**config.mk**
```make
export PLATFORM = sky130hd
export DESIGN_NAME = man_swap_pipe
export DESIGN_NICKNAME = d
export VERILOG_FILES = /design/src/rtl/man_swap_pipe.sv
export SDC_FILE = /design/constraint.sdc
export NUM_CORES = 1
export LEC_CHECK = 0
export CELL_PAD_IN_SITES_DETAIL_PLACEMENT = 0
export CELL_PAD_IN_SITES_GLOBAL_PLACEMENT = 2
export CORE_MARGIN = 3
export CORE_UTILIZATION = 37
export CTS_CLUSTER_DIAMETER = 50
export DETAILED_ROUTE_END_ITERATION = 16
export DONT_BUFFER_PORTS = 1
export PLACE_DENSITY = 0.79
export SLEW_MARGIN = 20
export SYNTH_ARGS = -nofsm -noshare
export SYNTH_HDL_FRONTEND = slang
export SYNTH_SLANG_ARGS = --single-unit
```
**constraint.sdc**
```tcl
create_clock -name i_clk -period 3.85 [get_ports i_clk]
set_clock_uncertainty 0.05 [all_clocks]
set_input_delay 0.1925 -clock i_clk [delete_from_list [all_inputs] [get_ports i_clk]]
set_output_delay 0.1925 -clock i_clk [all_outputs]
set_load 0.005 [all_outputs]
```
**src/rtl/man_swap_pipe.sv**
```systemverilog
// Two-stage pipelined mantissa swap for the FP add/sub datapath.
// S1 compares magnitudes, S2 orders the operands and computes the exponent difference.
module man_swap_pipe #(
    parameter int SIZE_EXP  = 8,
    parameter int SIZE_MAN  = 28,
    parameter int SIZE_DIFF = SIZE_EXP
) (
    input  logic                 i_clk,
    input  logic                 i_rst,
    input  logic                 i_valid,
    output logic                 o_ready,
    input  logic                 i_op_sub,
    input  logic                 i_sign_a,
    input  logic                 i_sign_b,
    input  logic [SIZE_EXP-1:0]  i_exp_a,
    input  logic [SIZE_EXP-1:0]  i_exp_b,
    input  logic [SIZE_MAN-1:0]  i_man_a,
    input  logic [SIZE_MAN-1:0]  i_man_b,
    output logic                 o_valid,
    input  logic                 i_ready,
    output logic                 o_sign_max,
    output logic [SIZE_EXP-1:0]  o_exp_max,
    output logic [SIZE_MAN-1:0]  o_man_max,
    output logic [SIZE_MAN-1:0]  o_man_min,
    output logic [SIZE_DIFF-1:0] o_exp_diff,
    output logic                 o_align_ovf,
    output logic                 o_eff_sub,
    output logic                 o_swapped
);

    logic                s1_valid;
    logic                s2_valid;
    logic                en1;
    logic                en2;
    logic                lt_in;

    logic                s1_lt;
    logic                s1_eff_sub;
    logic                s1_sign_a;
    logic                s1_sign_b_eff;
    logic [SIZE_EXP-1:0] s1_exp_a;
    logic [SIZE_EXP-1:0] s1_exp_b;
    logic [SIZE_MAN-1:0] s1_man_a;
    logic [SIZE_MAN-1:0] s1_man_b;

    logic                sign_max_w;
    logic [SIZE_EXP-1:0] exp_max_w;
    logic [SIZE_EXP-1:0] exp_min_w;
    logic [SIZE_MAN-1:0] man_max_w;
    logic [SIZE_MAN-1:0] man_min_w;
    logic [SIZE_EXP-1:0] exp_diff_w;

    // A stage may load when it is empty or its contents move on this cycle.
    assign en2     = !s2_valid || i_ready;
    assign en1     = !s1_valid || en2;
    assign o_ready = en1;
    assign o_valid = s2_valid;

    // Equal magnitudes give lt = 0, so a keeps the max slot.
    assign lt_in = (i_exp_a < i_exp_b) || ((i_exp_a == i_exp_b) && (i_man_a < i_man_b));

    always_comb begin
        sign_max_w = s1_sign_a;
        exp_max_w  = s1_exp_a;
        exp_min_w  = s1_exp_b;
        man_max_w  = s1_man_a;
        man_min_w  = s1_man_b;
        if (s1_lt) begin
            sign_max_w = s1_sign_b_eff;
            exp_max_w  = s1_exp_b;
            exp_min_w  = s1_exp_a;
            man_max_w  = s1_man_b;
            man_min_w  = s1_man_a;
        end
        // exp_max >= exp_min by construction, so this never wraps.
        exp_diff_w = exp_max_w - exp_min_w;
    end

    // NOTE: sequential state uses non-blocking assignments so every register
    // samples pre-edge values; data registers are reset too so outputs are never X.
    always_ff @(posedge i_clk) begin
        if (i_rst) begin
            s1_valid      <= 1'b0;
            s1_lt         <= 1'b0;
            s1_eff_sub    <= 1'b0;
            s1_sign_a     <= 1'b0;
            s1_sign_b_eff <= 1'b0;
            s1_exp_a      <= '0;
            s1_exp_b      <= '0;
            s1_man_a      <= '0;
            s1_man_b      <= '0;
        end else if (en1) begin
            s1_valid      <= i_valid;
            s1_lt         <= lt_in;
            s1_eff_sub    <= i_sign_a ^ i_sign_b ^ i_op_sub;
            s1_sign_a     <= i_sign_a;
            s1_sign_b_eff <= i_sign_b ^ i_op_sub;
            s1_exp_a      <= i_exp_a;
            s1_exp_b      <= i_exp_b;
            s1_man_a      <= i_man_a;
            s1_man_b      <= i_man_b;
        end
    end

    always_ff @(posedge i_clk) begin
        if (i_rst) begin
            s2_valid    <= 1'b0;
            o_sign_max  <= 1'b0;
            o_exp_max   <= '0;
            o_man_max   <= '0;
            o_man_min   <= '0;
            o_exp_diff  <= '0;
            o_align_ovf <= 1'b0;
            o_eff_sub   <= 1'b0;
            o_swapped   <= 1'b0;
        end else if (en2) begin
            s2_valid    <= s1_valid;
            o_sign_max  <= sign_max_w;
            o_exp_max   <= exp_max_w;
            o_man_max   <= man_max_w;
            o_man_min   <= man_min_w;
            o_exp_diff  <= SIZE_DIFF'(exp_diff_w);
            o_align_ovf <= (int'(exp_diff_w) >= SIZE_MAN);
            o_eff_sub   <= s1_eff_sub;
            o_swapped   <= s1_lt;
        end
    end

endmodule

```
==> qor.yml <==
run_status:
  status: "finished, final reports clean"
sta:
  finalWorstSetupSlack_ps: 1120
  slew_headroom: 0.313
  hold_violations: 0
  fmax_mhz: 367
  slew_viol_final: 0
  finalSetupViolCount: 0
  timing.final.crit_share: 0.708
  worst_slew_pin_slew_ps: 1030
  hold_ws_ps: 127
  setup-tns-final_ps: 0
  rsz0062_at_grt: "no"
  timing.final.crit_period_ps: 2730
floorplanning:
  dieArea_um2: 20900
  start_util: 0.378
  io_pins: 157
  rows: 50
  coreArea_um2: 18800
  die_h_um: 145
  die_width_um: 145
finish:
  nFillCells: 1828
  multi_input_area_um2: 3650
  stdcell_count: 1160
  antenna_cells: 0
  stdcell_area_um2: 8640
  drive_gt1_frac: 0.0533
  syn2layout_area_growth_pct: 21.3
  regArea_um2: 3090
  nets: 1008
  final_core_util: 0.459
power_and_ir_drop:
  p_comb_frac: 0.131
  finalPower_mw: 3.98
  power_leakage_nw: 3.70
  vdd_drop_max_v: 0.000274
  power.switching_mw: 1.02
  swShare: 0.256
  p_int_mw: 2.96
  clkPwrFrac: 0.413
  seqPwrFrac: 0.456
  power.density_nw_per_um2: 461
global_routing:
  antenna_found_initial: 0
  grt_start_max_net_pins: 156
  grt-ovfl-total: 0
  grt_pass1_wl_um: 29300
  grtUsageTotal: 0.178
  grt_pass1_vias: 5700
routing:
  route.detailed.drc: 0
  first_pass_iters: 4
  finalWirelength_um: 18300
  num_vias: 5876
  dr.first_iter.drc_count: 239
  vias_per_cell: 5.07
  ant_nets: 0
  routedWlPerCell_um: 15.8
critical_path:
  setup.worst_path.end_class: "flip-flop"
  reg2reg_to: "s1_exp_b[3]"
  criticalPathCategory: "reg -> reg"
  start_kind: "flip-flop"
  r2r-start: "o_valid"
  cp.arrival_ps: 3040
  crit_fanout: 64
  ff2ff_setup_slack_ps: 1120
  required_ps: 4170
  ff2ff_path_depth: 6
place:
  port_buffers: 0
  placedCellCount: 1050
  dpl_cell_area_um2: 7260
  place_hpwl_um: 12400
  pre_cts_ws_ps: 1190
  globalplace.congestion: 0.826
hold_path:
  hp-class: "in -> reg"
  min_to: "s1_eff_sub"
  worstHoldStart: "i_sign_b"
  whs_path_depth: 4
logic_synthesis:
  async_flop_share: 0
  yosysSeqAreaShare: 0.433
  syn_area_per_cell_um2: 8.45
  ys_ff_latch: 154
  ys_types: 43
  synthCells: 843
  netlist_area_um2: 7120
  synth_warnings: 0
  synth_edf_count: 0
  synth_ff_type: "dfxtp_1"
  syn-num-nets: 964
clock_network:
  clk_root_buffer_cell: "clkbuf_16"
  clock_path_buffers: 2
  clk_pin_slew_worst_paths_ps: 60
  cts_tree: "built"
  cts_buffers: 17
  h-tree-depth: 4
  cts.sinks: 154
  clock_latency_ps: 420
run:
  cap_violations: 0
[cell usage after synthesis (all sizes together) (2+ instances only)]
cell	number	area share
clkbuf	40	0.021
nand4	5	0.0044
nand2b	2	0.0018
nand3	4	0.0028
xnor2	4	0.0049
o21ai	7	0.0049
a211oi	64	0.067
nand2	166	0.088
ha	41	0.072
xor2	5	0.0062
mux2i	65	0.091
nor4	2	0.0018
mux2	6	0.0095
nor2	83	0.044
nand4b	2	0.0025
buf	18	0.012
dfxtp	154	0.43
nor2b	4	0.0046
o211ai	4	0.0042
a21oi	93	0.065
o31ai	3	0.0032
a2111oi	3	0.0037
inv	41	0.022
nor3	7	0.0049
o21a	3	0.0032
a21o	3	0.0032
[registers in the layout, indices dropped and copies added (netlist names), 8 cells and up]
register and count:
o_man_min 28, s1_man_b 28, o_exp_diff 8, s1_exp_b 8, s1_exp_a 8, o_man_max 28
o_exp_max 8, s1_man_a 28
[timing repair]
action / 4_1_cts / 5_1_grt
setup buffers: 0 / 0
hold buffers: 78 / 0
endpoints found under the hold margin: 154 / 0
gates resized for setup: 0 / 0
[layout make-up]
type                            instances  share of cell area
Sequential cell                       154               0.357
Timing Repair Buffer                   83              0.0968
Tap cell                              260              0.0377
Inverter                               41              0.0178
Clock buffer                           21              0.0535
Clock inverter                         11              0.0139
Multi-Input combinational cell        590               0.423
[cell usage in the layout (no fill, tap or decap), types with 4 or more instances in the layout]
master / instances
clkbuf_16: 18
o21ai_0: 7
mux2_2: 6
xor2_1: 5
a211oi_1: 64
dlygate4sd3_1: 77
mux2i_1: 65
nand4_1: 5
buf_4: 5
xnor2_1: 4
nor3_1: 7
clkinv_2: 4
nor2_1: 83
nand3_1: 4
inv_1: 40
a21oi_1: 93
ha_1: 41
nand2_1: 166
dfxtp_1: 153
o211ai_1: 4
[critical path, stage by stage (launching register included)]
cell,delay (ps)
dfxtp_1,420
nor2b_4,400
and2_4,360
buf_4,610
nand2_1,130
a21oi_1,140
dlygate4sd3_1,560
[metal layers]
| metal | global-route usage | wire [um] | part of all wire |
|---|---|---|---|
| met5 | 0 | 0 | 0 |
| met4 | 0.0668 | 335 | 0.018 |
| met3 | 0.0542 | 1160 | 0.063 |
| met2 | 0.285 | 8640 | 0.47 |
| met1 | 0.225 | 8190 | 0.45 |
[power groups by stage]
| stage | combinational (mW) | sequential [mW] | clock, mW |
|---|---|---|---|
| after floorplan | 0.377 | 1.81 | 0 |
| after global placement | 0.420 | 1.85 | 0 |
| after CTS | 0.527 | 1.82 | 1.69 |
| after detailed placement | 0.428 | 1.85 | 0 |
| after global routing | 0.592 | 1.83 | 1.76 |
| final | 0.523 | 1.81 | 1.64 |
[worst max path at each step]
stage | startpoint | slack, ps | endpoint
floorplan | s1_lt | 1120 | o_align_ovf
global placement | s1_lt | 1260 | o_align_ovf
detailed placement | s1_lt | 1190 | o_align_ovf
CTS | o_valid | 1110 | s1_exp_b[3]
global route | o_valid | 930 | s1_exp_b[3]
finish | o_valid | 1120 | s1_exp_b[3]
[cell families (layout without fill, tap and decap cells)]
kind of cell	Yosys count	count (layout)	share of synthesized area
multiplexers	71	71	0.101
adder cells (fa/ha/maj)	43	43	0.0763
XOR/XNOR	9	9	0.0111
AND/OR/NAND/NOR	280	280	0.159
buffers and inverters	99	156	0.0550
AO/OA/AOI/OAI	187	187	0.165
flip-flops	154	154	0.433
(Power assumes the default switching activity.)
